==> src/rtl/ram_burst_ctrl.sv <==
// Burst controller for a single-port synchronous RAM (1-cycle read latency).
// Ports: cmd_* burst command, wr_* write beats, rd_* read beats, ram_* RAM side,
// busy/done status. Optional RAM_INIT_SWEEP_EN: zero-fill the RAM after reset.
module ram_burst_ctrl #(
  parameter int AW = 4,
  parameter int DW = 8
) (
  input  logic          clk,
  input  logic          rst_n,
  input  logic          cmd_valid,
  output logic          cmd_ready,
  input  logic          cmd_write,
  input  logic [AW-1:0] cmd_addr,
  input  logic [AW-1:0] cmd_len,
  input  logic          wr_valid,
  output logic          wr_ready,
  input  logic [DW-1:0] wr_data,
  output logic          rd_valid,
  input  logic          rd_ready,
  output logic [DW-1:0] rd_data,
  output logic          ram_we,
  output logic [AW-1:0] ram_addr,
  output logic [DW-1:0] ram_din,
  input  logic [DW-1:0] ram_dout,
  output logic          busy,
  output logic          done
);

  localparam int CW = AW + 1;

  typedef enum logic [2:0] {
    IDLE,
    WRITE,
    READ,
    DRAIN
`ifdef RAM_INIT_SWEEP_EN
    , INIT
`endif
  } state_t;

`ifdef RAM_INIT_SWEEP_EN
  localparam state_t RST_ST = INIT;
`else
  localparam state_t RST_ST = IDLE;
`endif

  state_t        state, state_n;
  logic [AW-1:0] addr, addr_n;
  logic [CW-1:0] cnt, cnt_n;
  logic          done_q, done_n;
  logic          inflight;
  logic [DW-1:0] mem [2];
  logic [1:0]    sc;
  logic          rp, wp;

  logic          last, pop, pop_st, push, issue;
  logic [1:0]    occ, left;

  assign last   = (cnt == CW'(1));
  assign pop    = rd_valid && rd_ready;
  assign pop_st = pop && (sc != 2'd0);
  // a beat returning from the RAM is taken straight out when the buffer is empty
  assign push   = inflight && !(pop && (sc == 2'd0));
  assign occ    = sc + {1'b0, inflight};
  assign left   = occ - {1'b0, pop};
  assign issue  = (state == READ) && (left < 2'd2);

  assign rd_valid = (sc != 2'd0) || inflight;
  assign rd_data  = (sc != 2'd0) ? mem[rp] : ram_dout;

  always_comb begin
    state_n = state;
    addr_n  = addr;
    cnt_n   = cnt;
    done_n  = 1'b0;
    unique case (state)
      IDLE: begin
        if (cmd_valid) begin
          addr_n  = cmd_addr;
          cnt_n   = {1'b0, cmd_len} + CW'(1);
          state_n = cmd_write ? WRITE : READ;
        end
      end
      WRITE: begin
        if (wr_valid) begin
          cnt_n = cnt - CW'(1);
          if (last) begin
            state_n = IDLE;
            done_n  = 1'b1;
          end else begin
            addr_n = addr + AW'(1);
          end
        end
      end
      READ: begin
        if (issue) begin
          cnt_n = cnt - CW'(1);
          if (last) state_n = DRAIN;
          else addr_n = addr + AW'(1);
        end
      end
      DRAIN: begin
        if (!rd_valid) begin
          state_n = IDLE;
          done_n  = 1'b1;
        end
      end
`ifdef RAM_INIT_SWEEP_EN
      INIT: begin
        if (addr == {AW{1'b1}}) state_n = IDLE;
        else addr_n = addr + AW'(1);
      end
`endif
      default: state_n = IDLE;
    endcase
  end

  always_ff @(posedge clk or negedge rst_n) begin
    if (!rst_n) begin
      state    <= RST_ST;
      addr     <= '0;
      cnt      <= '0;
      done_q   <= 1'b0;
      inflight <= 1'b0;
      sc       <= 2'd0;
      rp       <= 1'b0;
      wp       <= 1'b0;
      mem[0]   <= '0;
      mem[1]   <= '0;
    end else begin
      state    <= state_n;
      addr     <= addr_n;
      cnt      <= cnt_n;
      done_q   <= done_n;
      inflight <= issue;
      if (push) mem[wp] <= ram_dout;
      wp <= wp ^ push;
      rp <= rp ^ pop_st;
      sc <= sc + {1'b0, push} - {1'b0, pop_st};
    end
  end

  assign cmd_ready = rst_n && (state == IDLE);
  assign wr_ready  = (state == WRITE);
  assign busy      = rst_n && (state != IDLE);
  assign done      = done_q;
  assign ram_addr  = addr;
  assign ram_din   = (state == WRITE) ? wr_data : '0;
`ifdef RAM_INIT_SWEEP_EN
  assign ram_we = rst_n &&
    ((state == INIT) || ((state == WRITE) && wr_valid));
`else
  assign ram_we = (state == WRITE) && wr_valid;
`endif

endmodule
==> config.mk <==
export PLATFORM = sky130hd
export DESIGN_NAME = ram_burst_ctrl
export DESIGN_NICKNAME = d
export VERILOG_FILES = /design/src/rtl/ram_burst_ctrl.sv
export SDC_FILE = /design/constraint.sdc
export NUM_CORES = 1
export LEC_CHECK = 0
export ABC_AREA = 0
export ABC_CLOCK_PERIOD_IN_PS = 2300
export CAP_MARGIN = 20
export CORE_MARGIN = 4
export CORE_UTILIZATION = 43
export DETAILED_ROUTE_END_ITERATION = 8
export GPL_TIMING_DRIVEN = 0
export PLACE_DENSITY = 0.81
export SLEW_MARGIN = 5
export SYNTH_ARGS = -nofsm -noshare
export SYNTH_HDL_FRONTEND = slang
export SYNTH_SLANG_ARGS = --single-unit
==> constraint.sdc <==
create_clock -name clk -period 2.3 [get_ports clk]
set_input_delay 0.69 -clock clk [delete_from_list [all_inputs] [get_ports clk]]
set_output_delay 0.69 -clock clk [all_outputs]
set_load 0.02 [all_outputs]
* After elaboration in Yosys (flattened, before gate mapping)
Cells that the tools add are included.
Storage, ports and cells: register bits after elaboration 34, output and inout port bits 26
Cells by class: $add $sub $neg 7, order comparisons 4, equal/unequal tests 10, multiplexer cells 29, bitwise gates (word level) 4, reductions and logical operators 18
Operators with widths (number):
- $mux 8 | 6
- $mux 3 | 6
- $bwmux 16 | 1
- $mux 4 | 4
- $mux 5 | 3
- $pmux 5 s3 | 1
- $pmux 3 s4 | 1
- $pmux 4 s3 | 1
- $ne 2x2->1 const B | 5
- $logic_and 1x1->1 | 9
- $demux 8 s1 | 1
- $eq 3x2->1 const B | 2
- $reduce_and 6->1 | 1
- $reduce_bool 3->1 | 2
- $add 4x1->5 const B | 1
- $eq 5x1->1 const B | 1
- $sub 5x1->5 const B | 1
- $add 2x1->2 | 2
- $add 4x1->4 const B | 1
- $ge 2x2->1 const B | 2
- $not 1->2 | 2
- $reduce_and 4->1 | 1
- $sub 2x1->2 | 2
- $eq 3x1->1 const B | 1
- other kinds (12) | 15

* Depth between registers and ports, before layout
Gate-level depths: netlist of the first run.
depth in word-level cells 8, depth in mapped cells 9

* Worst setup path after synthesis of the first run
Ideal clock, no wire load.
kind flip-flop to flip-flop, from register sc[1], to register cnt[2], library setup time 124 ps, arrival time 2396 ps, setup slack -220 ps, cell stages (with the launch flop) 9, path buffers 1, path through dfrtp_1 -> or3_2 -> and2_1 -> ha_1 -> xor2_1 -> xnor2_1 -> o211ai_2 -> buf_6 -> a211o_1
On the way: longest elaborated chain between the ends 8
RTL lines:
- start: declaration | line 53 | logic [1:0] sc;
- start signal: assignment | line 139 | sc <= sc + {1'b0, push} - {1'b0, pop_st};
- $reduce_bool 2->1 | line 68 | assign rd_valid = (sc != 2'd0) || inflight;
- $logic_or 1x1->1 | line 68
- net rd_valid | line 18 | output logic rd_valid,
- $logic_and 1x1->1 | line 60 | assign pop = rd_valid && rd_ready;
- $sub 2x1->2 | line 65 | assign left = occ - {1'b0, pop};
- $lt 2x2->1 | line 66 | assign issue = (state == READ) && (left < 2'd2);
- $logic_and 1x1->1 | line 66
- $ne 2x2->1 (no line)
- $reduce_and 4->1 (no line)
- end signal: assignment | line 133 | cnt <= cnt_n;
- end: declaration | line 49 | logic [CW-1:0] cnt, cnt_n;
The timed path passes the listed nets, and every way through them passes these cells. A chain may end at the register's enable or synchronous reset.

* Worst setup path in the final report of the first run
from register sc[1], to register cnt[2]
On the way: longest elaborated chain between the ends 8
RTL lines (line):
- parallel branches: the longest is 3 deep, another holds $add 2x1->2
- $sub 2x1->2 (*) | 65
- $lt 2x2->1 (*) | 66
- $logic_and 1x1->1 (*) | 66
- $ne 2x2->1 (no line) (*)
- $reduce_and 4->1 (no line) (*)
Every way passes the cells marked *.

==> run metrics, run 1 <==
run status=complete, but fails checks; failing checks=negative setup slack; CTS root buf=clkbuf_8; Max-slew headroom=0.593; area of the multi-input gates=0.00114 mm²; EDFF count, synth=0; total number of vias=1,631; register area share after synthesis=0.421; final net count=311; Antenna Cells=0; Die Width=75.5 µm; CP max-delay cell=dfrtp_2; DRC=0; layout cells sized above 1=0.301; Final min period=2.34 ns; Reg2Reg Depth=9; vias in the first global route=1,579; starting density of the core=0.447; Die H=75.5 µm; Post-Place Cell Area=0.00259 mm²; synthesized instance count=194; CP max FO=5; largest net degree at the start of global routing=36; die area=0.00570 mm²; clk buf depth=2; RSZ-0062 raised after global routing=true; Most used DFF post-synth=dfrtp_1; Via-to-Cell Ratio=5.08; Worst EP required=2.46 ns; Area Overhead vs Synth=43.3%; Top Family by Delay on Critical Path=simple AND/OR/NAND/NOR gates; clk_skew=0.00816 ns; CP Launch Point=sc[1]; Rows=24; first-pass GRT wire length=7120 µm; Clock Sinks=33; Final period util=1.02; core box area=0.00438 mm²; CTS buffer count=5; fmax=427 MHz; CP endpoint kind=flop; worst-margin pin slew=0.610 ns; syn_nets=237; r2r startpoint=sc[1]; Worst setup SP type=flop; worst-path cell chain=or3_4 -> and2_4 -> ha_4 -> xor2_4 -> xnor2_4 -> o211ai_4 -> buf_6 -> nor3_2 -> a211o_1; Critical path buffers and inverters=1; Overflow after GRT=0; first drt pass iteration count=4; # fillers=359; Routed WL=4570 µm; Routed WL per cell=14.2 µm; Synth top area share=0.421; Fin. Hold Viols=0; FF+latch area=827 µm²; Top-Level Pins=56; top post-synthesis cells by area=dfrtp_1, mux2_2, ha_1; Leakage Power=1.31 nW; DRT iter0 DRCs=51; Cell variety after synth=36; gr usage total=0.166; maxcap violations=0; Final GP Congestion=0.765; PwrDens=1590 mW/mm²; maximum VDD drop=0.000603 V; CTS H-tree depth=2; Syn Area/Cell=10.1 µm²; most common cell in the netlist=dfrtp_1; fin area=0.00281 mm²; mapped cell area=0.00196 mm²; CTS tree=yes; top post-synthesis cells by count=dfrtp_1, inv_1, mux2_2, nand2_1, o21ai_0; Yosys warnings=0; Synth area leader=dfrtp_1; post-route ant nets=0; Synth async-reset ratio=1.00; Setup WS post-layout=-0.0395 ns; Arr. time, crit path=2.50 ns; number of antenna violations at the first check in global routing=0; hold crit path type=input pin to asynchronous set/reset pin; total power=4.48 mW; Reg2Reg Setup Slack=-0.04 ns; hpwl dp=3110 µm; setup violators final=3; Worst Path Class, Setup=flop to flop; max-slew violations=0; Seq cells post-synth=33; Reg clk slew, reported paths=0.07 ns; Reg-to-Reg End=cnt[2]; Worst path max stage delay=0.43 ns; Worst-Skew Late Latency=0.28 ns; port bufs=55
report_power, final:
part           internal (mW)  switching (mW)
sequential             0.887           0.240
combinational           1.42            1.52
clock                  0.208           0.211
total                   2.51            1.97
metrics by stage:
stage	worst slack (ns)	hold slack (ns)	cells	utilization	TNS (ns)
2_1_floorplan	0.00730	0.394	194	-	0
5_1_grt	-0.108	0.262	321	0.641	-0.369
6_report	-0.0395	0.250	321	0.641	-0.0847
4_1_cts	-0.114	0.255	317	0.635	-0.114
3_3_place_gp	-1.52	0.488	301	0.591	-22.81
3_5_place_dp	-0.540	0.492	301	0.590	-15.83
flip-flops by register name (all words and copies together), names as in the netlist:
name	count
mem	16
state	2
sc	2
wp	1
ram_addr	4
inflight	1
rp	1
done	1
cnt	5
worst max path at each step:
stage / endpoint / slack, ns / depth (start not counted)
after floorplan: cnt[2] / 0.007 / 9
after global placement: cmd_ready / -1.52 / 3
after detailed placement: busy / -0.54 / 3
after CTS: rd_data[4] / -0.11 / 4
after global routing: cnt[2] / -0.11 / 9
final: cnt[2] / -0.04 / 9
worst register-to-register path: stages, from the launching register on:
cell and delay (ns):
dfrtp_2 0.43, or3_4 0.39, and2_4 0.15, ha_4 0.17, xor2_4 0.17, xnor2_4 0.17, o211ai_4 0.27, buf_6 0.16
nor3_2 0.04, a211o_1 0.26
kinds of logic (layout without fill, tap and decap cells):
| logic type | Yosys count | count (layout) | synth area share |
|---|---|---|---|
| compound gates | 36 | 36 | 0.123 |
| simple gates | 51 | 51 | 0.132 |
| fa+ha+maj | 13 | 13 | 0.0830 |
| xor+xnor | 7 | 7 | 0.0313 |
| mux | 28 | 28 | 0.153 |
| flops | 33 | 33 | 0.421 |
| buf+inv | 26 | 101 | 0.0562 |
layout by cell type (no fill, tap or decap), drive strengths merged, types with 3 or more instances in the layout:
cell type | Yosys | layout
dlygate4sd2 | 0 | 4
xor2 | 3 | 3
mux2i | 12 | 12
mux2 | 16 | 16
nor2 | 9 | 9
buf | 2 | 29
xnor2 | 4 | 4
o21ai | 14 | 14
inv | 18 | 18
and2 | 12 | 12
a21oi | 7 | 7
nand3 | 6 | 6
ha | 13 | 13
a211o | 3 | 3
clkdlybuf4s50 | 0 | 32
nand2 | 15 | 15
dfrtp | 33 | 33
clkbuf | 6 | 14
metal layers:
| layer | vias to the layer above | track usage | share of wire |
|---|---|---|---|
| met5 | - | 0 | 0 |
| met4 | 0 | 0.0408 | 0.011 |
| met3 | 6 | 0.0449 | 0.045 |
| met2 | 30 | 0.297 | 0.51 |
| met1 | 781 | 0.198 | 0.43 |
| li1 | 814 | - | - |
final cells by class:
| class | instances | area share |
|---|---|---|
| Timing Repair Buffer | 68 | 0.203 |
| Buffer | 7 | 0.0183 |
| Tap cell | 52 | 0.0232 |
| Inverter | 18 | 0.0240 |
| Multi-Input combinational cell | 135 | 0.406 |
| Clock inverter | 3 | 0.00623 |
| Clock buffer | 5 | 0.0245 |
| Sequential cell | 33 | 0.294 |
what timing repair did:
action                     in CTS  in global routing
setup endpoints to repair      36                 25
pin swaps                       5                  6
hold buffers                    0                  0
buffers inserted                8                  4
cloned                          1                  0
gates resized for setup        69                 41
Note: power is estimated with default switching activity, not from simulation.
==> run 2, diff against run 1 <==
- ABC_CLOCK_PERIOD_IN_PS: 2300 -> unset
- CTS_BUF_LIST: unset -> sky130_fd_sc_hd__clkbuf_16
- PLACE_DENSITY: 0.81 -> 0.76
==> run 2 against run 1 <==
Effect of this change: the flow now finishes without violations; sequential share of layout area fell by 0.70 points; clock skew shrank 0.0020 ns; utilization is 1.8 points higher; design area up 2.8%; worst setup slack gained 0.047 ns; die area is the same; wire length grew 7.1%; via count increased by 1.6%; clock power up 76%; fmax is 2.0% higher; critical path type unchanged.
==> run metrics, run 2 (same netlist as run 1, synthesis figures left out) <==
hpwl dp=3170 µm (was 3110 µm); Switching Share=0.417 (was 0.440); Worst EP required=2.46 ns (about the same); Final period util=0.997 (was 1.02); fmax=436 MHz (was 427 MHz); Worst setup SP type=flop (unchanged); Die H=75.5 µm (unchanged); run status=complete, no violations (was complete, but fails checks); register with the most flip-flops=mem (unchanged); gr usage total=0.179 (was 0.166); DRC=0 (unchanged); CP max FO=5 (unchanged); maxcap violations=0 (unchanged); first drt pass iteration count=6 (was 4); Hold-fix buffers, CTS=0 (unchanged); Leakage Power=1.34 nW (was 1.31 nW); DRT iter0 DRCs=40 (was 51); clk_skew=0.00615 ns (was 0.00816 ns); Final min period=2.29 ns (was 2.34 ns); Top-Level Pins=56 (unchanged); pre-CTS setup slack=-0.556 ns (was -0.540 ns); Area Overhead vs Synth=47.3% (was 43.3%); largest net degree at the start of global routing=36 (unchanged); most frequent cells in the layout=clkdlybuf4s50_1, dfrtp_1, inv_1, mux2_2, nand2_1 (was dfrtp_1, clkdlybuf4s50_1, inv_1, mux2_2, nand2_1); CTS tree=yes (unchanged); Final Util=0.659 (was 0.641); Routed WL=4890 µm (was 4570 µm); CTS buffer count=5 (unchanged); Routed WL per cell=15.4 µm (was 14.2 µm); core box area=0.00438 mm² (unchanged); CTS root buf=clkbuf_16 (was clkbuf_8); # fillers=359 (unchanged); Fin. Hold Viols=0 (unchanged); RSZ-0062 raised after global routing=true (unchanged); Reg2Reg Depth=10 (was 9); die area=0.00570 mm² (unchanged); Reg2Reg Setup Slack=0.007 ns (was -0.04 ns); vias in the first global route=1,713 (was 1,579); Reg-to-Reg End=cnt[2] (unchanged); total number of vias=1,657 (was 1,631); CTS H-tree depth=2 (unchanged); Arr. time, crit path=2.45 ns (was 2.50 ns); Worst Path Class, Setup=flop to flop (unchanged); hold crit path type=input pin to asynchronous set/reset pin (unchanged); CP endpoint kind=flop (unchanged); Setup WS post-layout=0.00733 ns (was -0.0395 ns); CP Launch Point=sc[0] (was sc[1]); Clock Sinks=33 (unchanged); max FFs per register=16 (unchanged); most common cell after layout, fill and taps aside=clkdlybuf4s50_1; Overflow after GRT=0 (unchanged); placed insts=301 (unchanged); PwrDens=1680 mW/mm² (was 1590 mW/mm²); Sw Pwr=2.03 mW (was 1.97 mW); port bufs=55 (unchanged); first-pass GRT wire length=7740 µm (was 7120 µm); starting density of the core=0.447 (unchanged); Max-slew headroom=0.623 (was 0.593); maximum VDD drop=0.000895 V (was 0.000603 V); number of antenna violations at the first check in global routing=0 (unchanged); final std cells w/o fill=318 (was 321); Worst-Skew Late Latency=0.28 ns (about the same); Via-to-Cell Ratio=5.21 (was 5.08); final net count=308 (was 311); r2r startpoint=sc[0] (was sc[1]); Final GP Congestion=0.756 (was 0.765); worst-margin pin slew=0.558 ns (was 0.610 ns); layout cells sized above 1=0.305 (was 0.301); Die Width=75.5 µm (unchanged); Antenna Cells=0 (unchanged); Rows=24 (unchanged); clk buf depth=2 (unchanged); Comb pwr share=0.611 (was 0.655); max-slew violations=0 (unchanged); post-route ant nets=0 (unchanged); part of the power in the clock network=0.152 (was 0.094); setup violators final=0 (was 3); register share of total power=0.237 (was 0.252); Reg clk slew, reported paths=0.05 ns (was 0.07 ns); Internal Dissipation=2.83 mW (was 2.51 mW)
[run 2: repair_timing]
action                                  CTS  global route
gates resized for setup                  79            29
cloned                                    1             0
buffers inserted                         10             1
endpoints found under the setup margin   44            40
pin swaps                                11             5
[run 2: power groups by stage]
| stage | logic (mW) | clock network (mW) | registers [mW] |
|---|---|---|---|
| 3_3_place_gp | 2.53 | 0 | 1.08 |
| 4_1_cts | 2.84 | 0.748 | 1.14 |
| 5_1_grt | 3.24 | 0.782 | 1.19 |
| 2_1_floorplan | 1.75 | 0 | 1.10 |
| 3_5_place_dp | 2.61 | 0 | 1.10 |
| 6_report | 2.97 | 0.738 | 1.15 |
[run 2: area by class of cell]
class / instances / area (µm²) / share of cell area
clock buffers: 5 / 125 / 0.0433
clock inverters: 3 / 37.5 / 0.0130
well taps: 52 / 65.1 / 0.0225
inverters: 18 / 67.6 / 0.0234
plain buffers: 5 / 45.0 / 0.0156
repair buffers: 67 / 576 / 0.199
multi-input cells: 135 / 1140 / 0.396
flip-flops and latches: 33 / 830 / 0.287
[run 2: through the flow]
stage / TNS (ns) / instance area [µm²] / total power [mW] / hold slack [ns]
3_3_place_gp: -24.10 / 2590 / 3.62 / 0.488
6_report: 0 / 2890 / 4.86 / 0.243
2_1_floorplan: 0 / 1980 / 2.85 / 0.394
5_1_grt: -0.443 / 2890 / 5.21 / 0.247
3_5_place_dp: -16.89 / 2590 / 3.71 / 0.495
4_1_cts: -0.0413 / 2900 / 4.73 / 0.246
[run 2: worst max-delay path by stage]
| stage | cells past startpoint | slack [ns] | endpoint |
|---|---|---|---|
| floorplan | 9 | 0.007 | cnt[2] |
| global placement | 3 | -1.54 | cmd_ready |
| detailed placement | 3 | -0.56 | busy |
| CTS | 4 | -0.04 | rd_data[5] |
| global route | 9 | -0.1 | ram_addr[3] |
| finish | 10 | 0.007 | cnt[2] |
[run 2: per-layer routing]
layer / track usage / routed length, µm / up-vias
met5: 0 / 0 / -
met4: 0.0311 / 21 / 0
met3: 0.0501 / 230 / 2
met2: 0.331 / 2650 / 41
met1: 0.208 / 1990 / 805
li1: - / - / 809
[run 2: worst max-delay path, stage by stage, from the launching register on]
cell      delay (ns)
dfrtp_2         0.40
or3_4           0.39
and2_4          0.15
ha_4            0.17
xor2_4          0.17
xnor2_4         0.15
o211ai_2        0.21
buf_6           0.15
buf_6           0.11
nor3_2          0.04
a211o_1         0.22
